===== src/rtl/program_loader.sv =====
// program_loader: streams a program image into instruction memory while holding the CPU in reset.
// Optional LOADER_CHECKSUM_EN: the in_last beat carries a 16-bit sum of the image and is not written.
module program_loader #(
  parameter int DATA_WIDTH = 16,
  parameter int ADDR_WIDTH = 8,
  parameter int DEPTH = 128,
  parameter int START_ADDRESS = 0
) (
  input  logic                         clock,
  input  logic                         reset,
  input  logic                         start,
  input  logic                         in_valid,
  output logic                         in_ready,
  input  logic [DATA_WIDTH-1:0]        in_data,
  input  logic                         in_last,
  output logic                         imem_write_enable,
  output logic [ADDR_WIDTH-1:0]        imem_address,
  output logic [DATA_WIDTH-1:0]        imem_write_data,
  output logic                         cpu_hold,
  output logic                         done,
  output logic                         error,
  output logic [$clog2(DEPTH+1)-1:0]   words_loaded
);
  localparam int WW = $clog2(DEPTH+1);
  typedef enum logic [2:0] {IDLE, LOAD, RELEASE, DONE, ERROR} state_t;
  state_t state, state_n;
  logic last_q, accept, full, chk, bad, err, wr, fin, begin_load;
  logic [ADDR_WIDTH-1:0] ptr;
`ifdef LOADER_CHECKSUM_EN
  logic [15:0] sum;
  assign chk = in_last;
  assign bad = 16'(in_data) != sum;
`else
  assign chk = 1'b0;
  assign bad = 1'b0;
`endif
  // last_q marks the cycle in which the final write is still on the port
  assign in_ready = state == LOAD && !last_q;
  assign accept = in_valid && in_ready;
  assign full = words_loaded == WW'(DEPTH);
  assign err = accept && (chk ? bad : full);
  assign wr = accept && !chk && !full;
  assign fin = accept && in_last && !err;
  assign begin_load = start && (state == IDLE || state == DONE || state == ERROR);
  assign cpu_hold = state != DONE;
  assign done = state == DONE;
  assign error = state == ERROR;
  always_ff @(posedge clock or posedge reset)
    if (reset) state <= IDLE;
    else state <= state_n;
  always_comb begin
    state_n = state;
    if (state == LOAD) state_n = last_q ? RELEASE : err ? ERROR : LOAD;
    else if (state == RELEASE) state_n = DONE;
    else if (begin_load) state_n = LOAD;
  end
  always_ff @(posedge clock or posedge reset)
    if (reset) begin
      imem_write_enable <= 1'b0;
      imem_address <= ADDR_WIDTH'(START_ADDRESS);
      imem_write_data <= '0;
      words_loaded <= '0;
      ptr <= ADDR_WIDTH'(START_ADDRESS);
      last_q <= 1'b0;
`ifdef LOADER_CHECKSUM_EN
      sum <= '0;
`endif
    end else begin
      imem_write_enable <= wr;
      if (begin_load) begin
        words_loaded <= '0;
        ptr <= ADDR_WIDTH'(START_ADDRESS);
        last_q <= 1'b0;
`ifdef LOADER_CHECKSUM_EN
        sum <= '0;
`endif
      end
      if (wr) begin
        imem_address <= ptr;
        imem_write_data <= in_data;
        ptr <= ptr + ADDR_WIDTH'(2);
        words_loaded <= words_loaded + WW'(1);
`ifdef LOADER_CHECKSUM_EN
        sum <= sum + 16'(in_data);
`endif
      end
      if (fin) last_q <= 1'b1;
    end
endmodule


===== config.mk =====
export PLATFORM = sky130hd
export DESIGN_NAME = program_loader
export DESIGN_NICKNAME = d
export VERILOG_FILES = /design/src/rtl/program_loader.sv
export SDC_FILE = /design/constraint.sdc
export NUM_CORES = 1
export LEC_CHECK = 0
export CAP_MARGIN = 5
export CORE_UTILIZATION = 35
export CTS_BUF_LIST = sky130_fd_sc_hd__clkbuf_4 sky130_fd_sc_hd__clkbuf_8 sky130_fd_sc_hd__clkbuf_16
export CTS_CLUSTER_DIAMETER = 100
export CTS_CLUSTER_SIZE = 16
export DETAILED_ROUTE_END_ITERATION = 6
export PLACE_DENSITY_LB_ADDON = 0.12
export SLEW_MARGIN = 30
export SYNTH_ARGS = -nofsm -noshare
export SYNTH_HDL_FRONTEND = slang
export SYNTH_SLANG_ARGS = --single-unit

===== constraint.sdc =====
create_clock -name clock -period 4.3 [get_ports clock]
set_input_delay 0.645 -clock clock [delete_from_list [all_inputs] [get_ports clock]]
set_output_delay 0.645 -clock clock [all_outputs]
set_load 0.05 [all_outputs]

**Yosys cells after proc, flatten, opt, wreduce, memory -nomap -nowiden**

Index checks and enable logic that the tools add are counted.

- $add $sub $neg: 2
- Reductions and logical operators: 16
- Equality and inequality tests: 6
- Multiplexer cells: 10

Operators by type and width:

| cell | count |
|---|---|
| 8-bit 2-to-1 mux | 3 |
| 3-bit 2-to-1 mux | 5 |
| 8-bit by 1-bit adder with 8-bit output, second input constant | 1 |
| 8-bit by 2-bit adder with 8-bit output, second input constant | 1 |
| 8-bit equality test, second input constant | 1 |
| 1-bit logical AND | 7 |
| 3-bit by 2-bit equality test with 1-bit output, second input constant | 2 |
| 2-bit nonzero test | 2 |
| 3-bit by 1-bit equality test with 1-bit output, second input constant | 1 |
| 3-bit equality test, second input constant | 1 |
| 1-bit zero test | 3 |
| 3-bit zero test | 1 |
| 3-bit by 2-bit inequality test with 1-bit output, second input constant | 1 |
| 3-bit nonzero test | 1 |
| 1-bit logical OR | 2 |
| 1-bit 2-to-1 mux | 2 |

- Logic and storage cells: 41
- Bits in registers: 45

**Longest topological paths before layout**

Gate-level depths: netlist of the first run.

- Depth after elaboration: 7
- Mapped depth: 9
- Depth with buffers taken out: 7

**Worst setup path before layout of the first run**

Ideal clock, no wire load.

- Path kind: register to output
- Start point: register state[2]
- End point: output port cpu_hold
- Stages on the path, launching flop included: 4
- Data arrival time: 1570 ps
- Data required time: 3655 ps
- Path slack: 2085 ps
- Cells stage by stage: dfrtp_1 > and3b_1 > clkbuf_1 > inv_1

- Cells in the longest elaborated chain, start to end: 1

RTL lines:

| what | RTL line | RTL |
|---|---|---|
| start, declared | 26 | `state_t state, state_n;` |
| start signal, assigned | 50 | `else state <= state_n;` |
| 3-bit by 2-bit inequality test with 1-bit output | 45 | `assign cpu_hold = state != DONE;` |
| end, declared | 19 | `output logic cpu_hold,` |

Every way passes these cells.

**Final worst setup path of the first run**

- Start point: register state[1]
- End point: output port in_ready

- Cells in the longest elaborated chain, start to end: 2

RTL lines:

| what | RTL line | RTL |
|---|---|---|
| 3-bit by 1-bit equality test with 1-bit output | 38 | `assign in_ready = state == LOAD && !last_q;` |
| 1-bit logical AND | 38 |  |
| end, declared | 13 | `output logic in_ready,` |

Every way passes these cells.

==> results.md, run 1 <==
Drt:
- The routed length per placed instance is 12.65 um.
- The remaining antenna violation count after routing is 0.
- After detailed routing, the number of remaining DRC violations is 0.
- The final route contains 1559 vias.
- The number of search-and-repair iterations in the first detailed-routing pass is 4.
- Summed over all nets, wire length on met2 after detailed routing comes to 1753 um.
- The total routed wire length on the met1 layer is 2097 um.
- The detailed router used layers up to and including met4.
- The wire length after detailed routing is 4135 um.
- The met3 wirelength from detailed routing is ~210 um.
- In this run, the number of DRC markers left after iteration 0 of detailed routing was 115.
- The routed via count divided by cell count is 4.768.

Floorplan:
- Measured along the x axis, the die boundary spans 76.27 um.
- The floorplan row count is 26.
- The effective utilization at floorplan is 0.3709.
- The y dimension of the die is 76.27 um.
- The core region is 0.005205 sq mm.
- The top-level port count is 58.
- The die covers 0.005817 sq mm.

Placement:
- The sum of net half-perimeters after detailed placement is 2644 um.
- The global placement routability congestion is 0.7094.
- The port buffer count is 56.

STA:
- For the final database, setup skew stands at 0.005901 ns.
- Setup repair after global routing left no endpoint under its margin.
- The final period demand of the worst path is approximately 2.6 ns.
- Based on the critical path, the design can be clocked at up to 380.1 MHz.
- The max-slew violation total from the final report is 0.
- The worst hold slack is 0.4824 ns.
- Setup violations remaining at the end of the flow were counted as 0.
- Setup total negative slack on the finished layout was measured at 0 ns.
- The final critical-path share of the clock period is 0.6118.
- The number of hold-slack violations in the final timing report is 0.
- The worst slew margin relative to its limit is 0.3998.
- The transition time of the tightest slew-check pin is 0.8908 ns.

Worst setup path:
- The critical path goes through nor4b_4 -> clkdlybuf4s50_1.
- The kind of critical path is reg -> out.
- For this design, the slowest cell found on the critical path is sky130_fd_sc_hd__clkdlybuf4s50_1.
- The largest fanout of any net on the critical path is 6.
- The worst endpoint data arrival time is roughly 2.0 ns.
- The timing startpoint of the critical path is state[1]$_DFFE_PP0P_.
- The element type at the critical path start is a flip-flop.
- The cell family contributing the most delay on the critical path is buffers and inverters.
- The reg-to-reg startpoint is words_loaded[0]$_DFFE_PP0P_.
- STA puts the critical path data required time at 3.65 ns.
- Counting both buffers and inverters, the worst setup path holds a total of 1.
- The peak per-stage delay on the critical path is between 0.8 and 0.9 ns.
- The endpoint class of the critical path is an output pin.

Synth:
- The share of the Yosys chip area taken by registers is 0.5574.
- The post-synthesis sequential element count is 43.
- The number of enable-type register cells in the synthesized netlist is 0.
- The share of flip-flops with an asynchronous set or reset is 1.000.
- The average instance area after synthesis is 9.605 sq um.
- For this run, the leading register cell type out of synthesis is sky130_fd_sc_hd__dfrtp_1.
- The summed instance area of the synthesized netlist is 0.001931 sq mm.
- When the netlist entered floorplanning its net count stood at 225.
- The Yosys warning count is 0.
- The number of unique standard cell types used by synthesis is 36.
- The instance count of the mapped netlist is 201.

CTS:
- The clock transition at the registers of the reported paths is 0.08 ns.
- TritonCTS built the clock tree.
- The H-tree generated during clock tree synthesis spans 2 levels.
- The buffer count from post-CTS setup fixing is 0.
- After clock tree synthesis, the flow added hold-fix buffers numbering 0.
- The clock drives 43 sinks.
- For the worst-skew pair, the clock arrives at the later sink with an insertion delay of about 0.30 ns.
- Counting along the longest clock path gives a buffer depth of 2.
- In this run, post-CTS repair resized a total of 0 instances.
- The tree is rooted in a sky130_fd_sc_hd__clkbuf_8.
- TritonCTS created 5 clock buffers.

Finish:
- The layout cell share with drive strength beyond 1 is 0.06226.
- Leaving out fill and tap cells, the most frequent cell in the layout is sky130_fd_sc_hd__nand2_1.
- From synthesis to final layout, the design area changed by 37.46%.
- The count of nets after finishing is 280.
- In the layout the commonest cells are 76 x sky130_fd_sc_hd__nand2_1, 56 x sky130_fd_sc_hd__clkdlybuf4s50_1, 43 x sky130_fd_sc_hd__dfrtp_1.
- 0 antenna diodes ended up in the layout.

Global route:
- The first global-routing pass estimated 7389 um of wire.
- Across every metal layer, demand over resource in global routing totals 0.1597.
- The initial antenna violation count is 0.
- The pin count of the biggest net entering global routing is 44.
- The total grt overflow is 0.
- The via count of the first global-routing pass is 1501.

Power and ir drop:
- For this design the ratio of total power to cell area is 707.7 mW/mm^2.
- In this run the static leakage power is 1.281 nW.
- Across the VDD grid, the largest voltage drop is 327.7 uV.

Run status:
- The flow ran to the end, and the final reports show no timing, DRC or antenna violations.

Flow run:
- The tool flagged a number of max-cap violations equal to 0.

Worst hold path:
- The launch instance of the worst min-delay path is imem_write_data[7]$_DFFE_PP0P_.
- The class of the tightest hold or removal check is reg -> reg.
==> sequential cells by signal, summed over array words and instances, names as in the netlist <==
signal and count:
imem_write_enable 1, state 3, last_q 1, ptr 7
words_loaded 8, imem_address 7, imem_write_data 16
==> cells by family after synthesis <==
logic type / share of synthesized area
AOI/OAI and AO/OA: 0.1043
adders and majority gates: 0.01944
buffers and inverters: 0.03824
DFF: 0.5574
muxes: 0.005185
other: 0.001942
and+or+nand+nor: 0.2735
==> area by class of cell <==
| cell class | count | area (sq um) |
|---|---|---|
| well taps | 70 | 87.58 |
| flip-flops and latches | 43 | 1076 |
| multi-input cells | 143 | 780.7 |
| clock inverters | 2 | 35.03 |
| fillers | 502 | 2551 |
| clock buffers | 6 | 82.58 |
| inverters | 6 | 23.77 |
| repair buffers | 57 | 568.0 |
==> stage by stage <==
| step | worst slack (ns) | instance area, sq um | util | cells | power, mW |
|---|---|---|---|---|---|
| 3_5_place_dp | 1.874 | 2535 | 0.4870 | 319 | 1.571 |
| 4_1_cts | 1.650 | 2653 | 0.5096 | 327 | 1.901 |
| 2_1_floorplan | 2.085 | 1931 | - | 201 | 1.271 |
| 5_1_grt | 1.608 | 2654 | 0.5099 | 327 | 1.988 |
| 3_3_place_gp | 1.914 | 2535 | 0.4870 | 319 | 1.564 |
| 6_report | 1.669 | 2654 | 0.5099 | 327 | 1.878 |
==> per-layer routing <==
layer  track usage  vias up
li1              -      788
met1        0.2318      724
met4       0.06923        0
met5             0        -
met2        0.2279       40
met3       0.03473        7
==> tightest hold or removal path: stages (launching register included) <==
cell and delay (ns):
sky130_fd_sc_hd__dfrtp_1 0.35, sky130_fd_sc_hd__nand2_1 0.05, sky130_fd_sc_hd__nand2_1 0.05
==> power by group <==
part	total, mW	internal, mW	leakage, nW	switching (mW)
combinational	0.939	0.305	0.657	0.634
clock	0.326	0.188	0.0612	0.138
sequential	0.612	0.522	0.564	0.0906
total	1.88	1.01	1.28	0.863
==> cells in the mapped netlist, types with 2 or more instances <==
master,instances,area share
sky130_fd_sc_hd__a211o_1,7,0.032
sky130_fd_sc_hd__a21oi_1,3,0.0078
sky130_fd_sc_hd__a22o_1,3,0.014
sky130_fd_sc_hd__and3_1,5,0.016
sky130_fd_sc_hd__buf_2,5,0.013
sky130_fd_sc_hd__clkbuf_1,2,0.0039
sky130_fd_sc_hd__dfrtp_1,43,0.56
sky130_fd_sc_hd__ha_1,3,0.019
sky130_fd_sc_hd__inv_1,5,0.0097
sky130_fd_sc_hd__nand2_1,76,0.15
sky130_fd_sc_hd__nand3_1,7,0.018
sky130_fd_sc_hd__nor3_1,8,0.021
sky130_fd_sc_hd__nor3b_1,4,0.016
sky130_fd_sc_hd__o21ai_0,5,0.013
sky130_fd_sc_hd__o31ai_1,2,0.0078
sky130_fd_sc_hd__or4_1,3,0.012
==> path summary, 6_finish.rpt <==
path | end | slack [ns] | cells after the start
setup / recovery | in_ready | 1.67 | 2
hold / removal | imem_write_data[7]$_DFFE_PP0P_ | 0.48 | 2
setup reg to reg | words_loaded[2]$_DFFE_PP0P_ | 2.24 | 7
hold reg to reg | imem_write_data[7]$_DFFE_PP0P_ | 0.48 | 2
max in group asynchronous | words_loaded[4]$_DFFE_PP0P_ | 3.09 | 2
min in group asynchronous | imem_write_data[9]$_DFFE_PP0P_ | 0.77 | 2
Note: power is estimated with default switching activity, not from simulation.
==> inputs of run 2 (changes only) <==
==> constraint.sdc (replaced) <==
create_clock -name clock -period 2.4 [get_ports clock]
set_input_delay 0.36 -clock clock [delete_from_list [all_inputs] [get_ports clock]]
set_output_delay 0.36 -clock clock [all_outputs]
set_load 0.05 [all_outputs]
==> run 2 against run 1 <==
Effect of this change: combinational power grew 83%; die area is the same; critical path depth is the same; clock power grew 38%; power grew 74%; global-route usage is essentially flat; non-clock buffer count grew 3; clock skew shrank 0.0016 ns; worst hold slack lost 0.044 ns; sequential cell count is the same; largest power group unchanged.
==> results.md, run 2 (synthesis gave the netlist of run 1 again) <==
Worst setup path:
- The cell with the biggest individual delay on the critical path is sky130_fd_sc_hd__clkdlybuf4s50_1 (unchanged).
- The worst endpoint data arrival time is 1.87 ns (was 1.99 ns).
- The kind of critical path is reg -> out (unchanged).
- The endpoint required time on the critical path is 2.04 ns (was 3.65 ns).
- The element type at the critical path start is a flip-flop (unchanged).
- The peak per-stage delay on the critical path is 0.82 ns (was 0.87 ns).
- The register-to-register setup slack is 0.31 ns (was 2.24 ns).
- The category of cells accounting for the largest share of critical-path delay is buffers and inverters (unchanged).
- The number of cell instances on the worst register-to-register path was 7 (unchanged).
- The timing startpoint of the critical path is state[2]$_DFFE_PP0P_ (was state[1]$_DFFE_PP0P_).
- The largest fanout of any net on the critical path is 6 (unchanged).
- The reg-to-reg startpoint is words_loaded[0]$_DFFE_PP0P_ (unchanged).
- Cell-by-cell trace of the critical path: and3b_1 -> clkdlybuf4s50_1 (was nor4b_4 -> clkdlybuf4s50_1).
- The endpoint class of the critical path is an output pin (unchanged).
- The end of the worst register-to-register path is ptr[5]$_DFFE_PP0P_ (was words_loaded[2]$_DFFE_PP0P_).
- The number of buffers and inverters on the critical path is 1 (unchanged).

Floorplan:
- The top-level port count was 58 (unchanged).
- The effective utilization at floorplan is 0.3709 (unchanged).
- The core box area is 0.005205 sq mm (unchanged).
- The total die area is 0.005817 sq mm (unchanged).
- The die width is 76.27 um (unchanged).
- The floorplan row count was 26 (unchanged).
- The y dimension of the die is 76.27 um (unchanged).

CTS:
- The CTS tree was done (unchanged).
- The clock latency at the later pin of the worst-skew pair is 0.29 ns (was 0.30 ns).
- The number of H-tree levels is 2 (unchanged).
- The number of gates resized after CTS is 0 (unchanged).
- The buffer count from post-CTS setup fixing is 0 (unchanged).
- The cell at the root of the clock tree is sky130_fd_sc_hd__clkbuf_8 (unchanged).
- The clock transition at the registers of the reported paths is 0.08 ns (about the same).
- The number of buffers between clock root and the deepest sink is 2 (unchanged).
- The count of clock tree sinks is 43 (unchanged).
- The TritonCTS buffer count is 5 (unchanged).
- The number of hold buffers added after CTS is 0 (unchanged).

Drt:
- The number of search-and-repair iterations in the first detailed-routing pass is 4 (unchanged).
- The routed via count divided by cell count came to 4.799 (was 4.768).
- The remaining routing DRC violations is 0 (unchanged).
- The routed length per placed instance is 12.73 um (was 12.65 um).
- The total vias in the final route is 1579 (was 1559).
- The remaining antenna violation count after routing is 0 (unchanged).
- The number of DRC markers after the initial detailed-route iteration is 68 (was 115).
- The wire length after detailed routing is 4187 um (was 4135 um).

STA:
- The max-slew violation total from the final report is 0 (unchanged).
- The number of hold-slack violations in the final timing report came to 0 (unchanged).
- RSZ-0062 raised after global routing: false (unchanged).
- The transition time of the tightest slew-check pin is 0.5611 ns (was 0.8908 ns).
- Dividing the final minimum period by the clock period gives 0.9302.
- The setup TNS is 0 ns (unchanged).
- The worst slew margin relative to its limit is 0.6254 (was 0.3998).
- Counting I/O delays and the setup requirement, the final critical path takes 2.232 ns.
- The fmax is 448.0 MHz.
- The number of endpoints failing setup at the final stage is 0 (unchanged).
- The setup clock skew after layout was 0.004262 ns (was 0.005901 ns).

Placement:
- The port buffer count was 56 (unchanged).
- The global placement routability congestion is 0.7454 (was 0.7094).
- The sum of net half-perimeters after detailed placement is 2825 um (was 2644 um).

Global route:
- The wire length of the first global-routing pass is 7479 um (was 7389 um).
- The pin count of the biggest net entering global routing is 44 (unchanged).
- The total grt overflow is 0 (unchanged).
- The via count of the first global-routing pass was 1570 (was 1501).
- The initial antenna violation count is 0 (unchanged).
- The combined global-route utilization of all metal layers is 0.1596 (was 0.1597).

Finish:
- Largest regs: imem_write_data: 16 flops, words_loaded: 8 flops (unchanged).
- The number of inserted filler cells in the final layout came to 507 (was 502).
- Top library cells by usage in the layout, fill and taps aside: 76 x sky130_fd_sc_hd__nand2_1, 55 x sky130_fd_sc_hd__clkdlybuf4s50_1, 43 x sky130_fd_sc_hd__dfrtp_1 (was 76 x sky130_fd_sc_hd__nand2_1, 56 x sky130_fd_sc_hd__clkdlybuf4s50_1, 43 x sky130_fd_sc_hd__dfrtp_1).
- The register ranked first by flip-flop count is imem_write_data (unchanged).
- The number of flip-flops in the largest register is 16 (unchanged).
- The core occupancy in the finished layout came to 0.5101 (was 0.5099).
- The count of nets after finishing is 283 (was 280).
- The total inserted antenna cells is 0 (unchanged).
- The commonest non-fill, non-tap cell in the layout is sky130_fd_sc_hd__nand2_1 (unchanged).
- The synthesis-to-layout area growth is 37.52% (was 37.46%).
- The layout cell share with drive strength beyond 1 is 0.07336 (was 0.06226).

Power and ir drop:
- The ratio of total power to cell area is 1233 mW/mm^2 (was 707.7 mW/mm^2).
- The highest ir drop seen on vdd is 582.0 uV (was 327.7 uV).
- The static leakage came to 1.289 nW (was 1.281 nW).

Run status:
- Run status: complete, no violations (unchanged).

Flow run:
- The reported max-cap violation count was 0 (unchanged).

Worst hold path:
- The class of the tightest hold or removal check is in -> async (was reg -> reg).
==> run 2: through the flow <==
stage	total power, mW	worst slack (ns)	std cells	hold slack [ns]	area [sq um]
floorplan	2.277	0.2822	201	0.4461	1931
global placement	2.836	0.2829	322	0.4594	2567
detailed placement	2.847	0.2613	322	0.4625	2567
CTS	3.307	0.1438	329	0.4508	2655
global route	3.472	0.07711	329	0.4747	2655
finish	3.274	0.1676	329	0.4387	2655
==> run 2: worst max path at each step <==
stage,to,cells past startpoint
3_5_place_dp,words_loaded[3]$_DFFE_PP0P_,5
5_1_grt,done,2
6_report,done,2
4_1_cts,done,2
3_3_place_gp,words_loaded[5]$_DFFE_PP0P_,5
2_1_floorplan,ptr[6]$_DFFE_PP0P_,4
==> run 2: layout make-up <==
type,count,area (sq um),share of cell area
multi-input combinational,143,780.7,0.2941
clock buffer,6,82.58,0.03110
clock inverter,1,5.005,0.001885
inverter,6,22.52,0.008483
sequential,43,1076,0.4053
tap,70,87.58,0.03299
timing repair buffer,60,600.6,0.2262
==> run 2: worst reg2reg max path, cell delays in order (launching register included) <==
cell and delay (ns):
sky130_fd_sc_hd__dfrtp_1 0.43, sky130_fd_sc_hd__inv_1 0.07, sky130_fd_sc_hd__ha_1 0.20, sky130_fd_sc_hd__nand4bb_1 0.18
sky130_fd_sc_hd__o211ai_4 0.12, sky130_fd_sc_hd__inv_2 0.44, sky130_fd_sc_hd__nor2_2 0.22, sky130_fd_sc_hd__a211o_1 0.33
==> run 2: routing by layer <==
metal	wire length, um	part of all wire	track usage
met3	198	0.047	0.04311
met1	2088	0.50	0.2182
met5	0	0	0
met4	46	0.011	0.04615
met2	1854	0.44	0.2477
==> run 2: report_power, final <==
| group | switching (mW) | total, mW | internal, mW |
|---|---|---|---|
| Combinational | 1.15 | 1.72 | 0.568 |
| Sequential | 0.166 | 1.10 | 0.936 |
| Clock | 0.226 | 0.451 | 0.226 |
| Total | 1.54 | 3.27 | 1.73 |
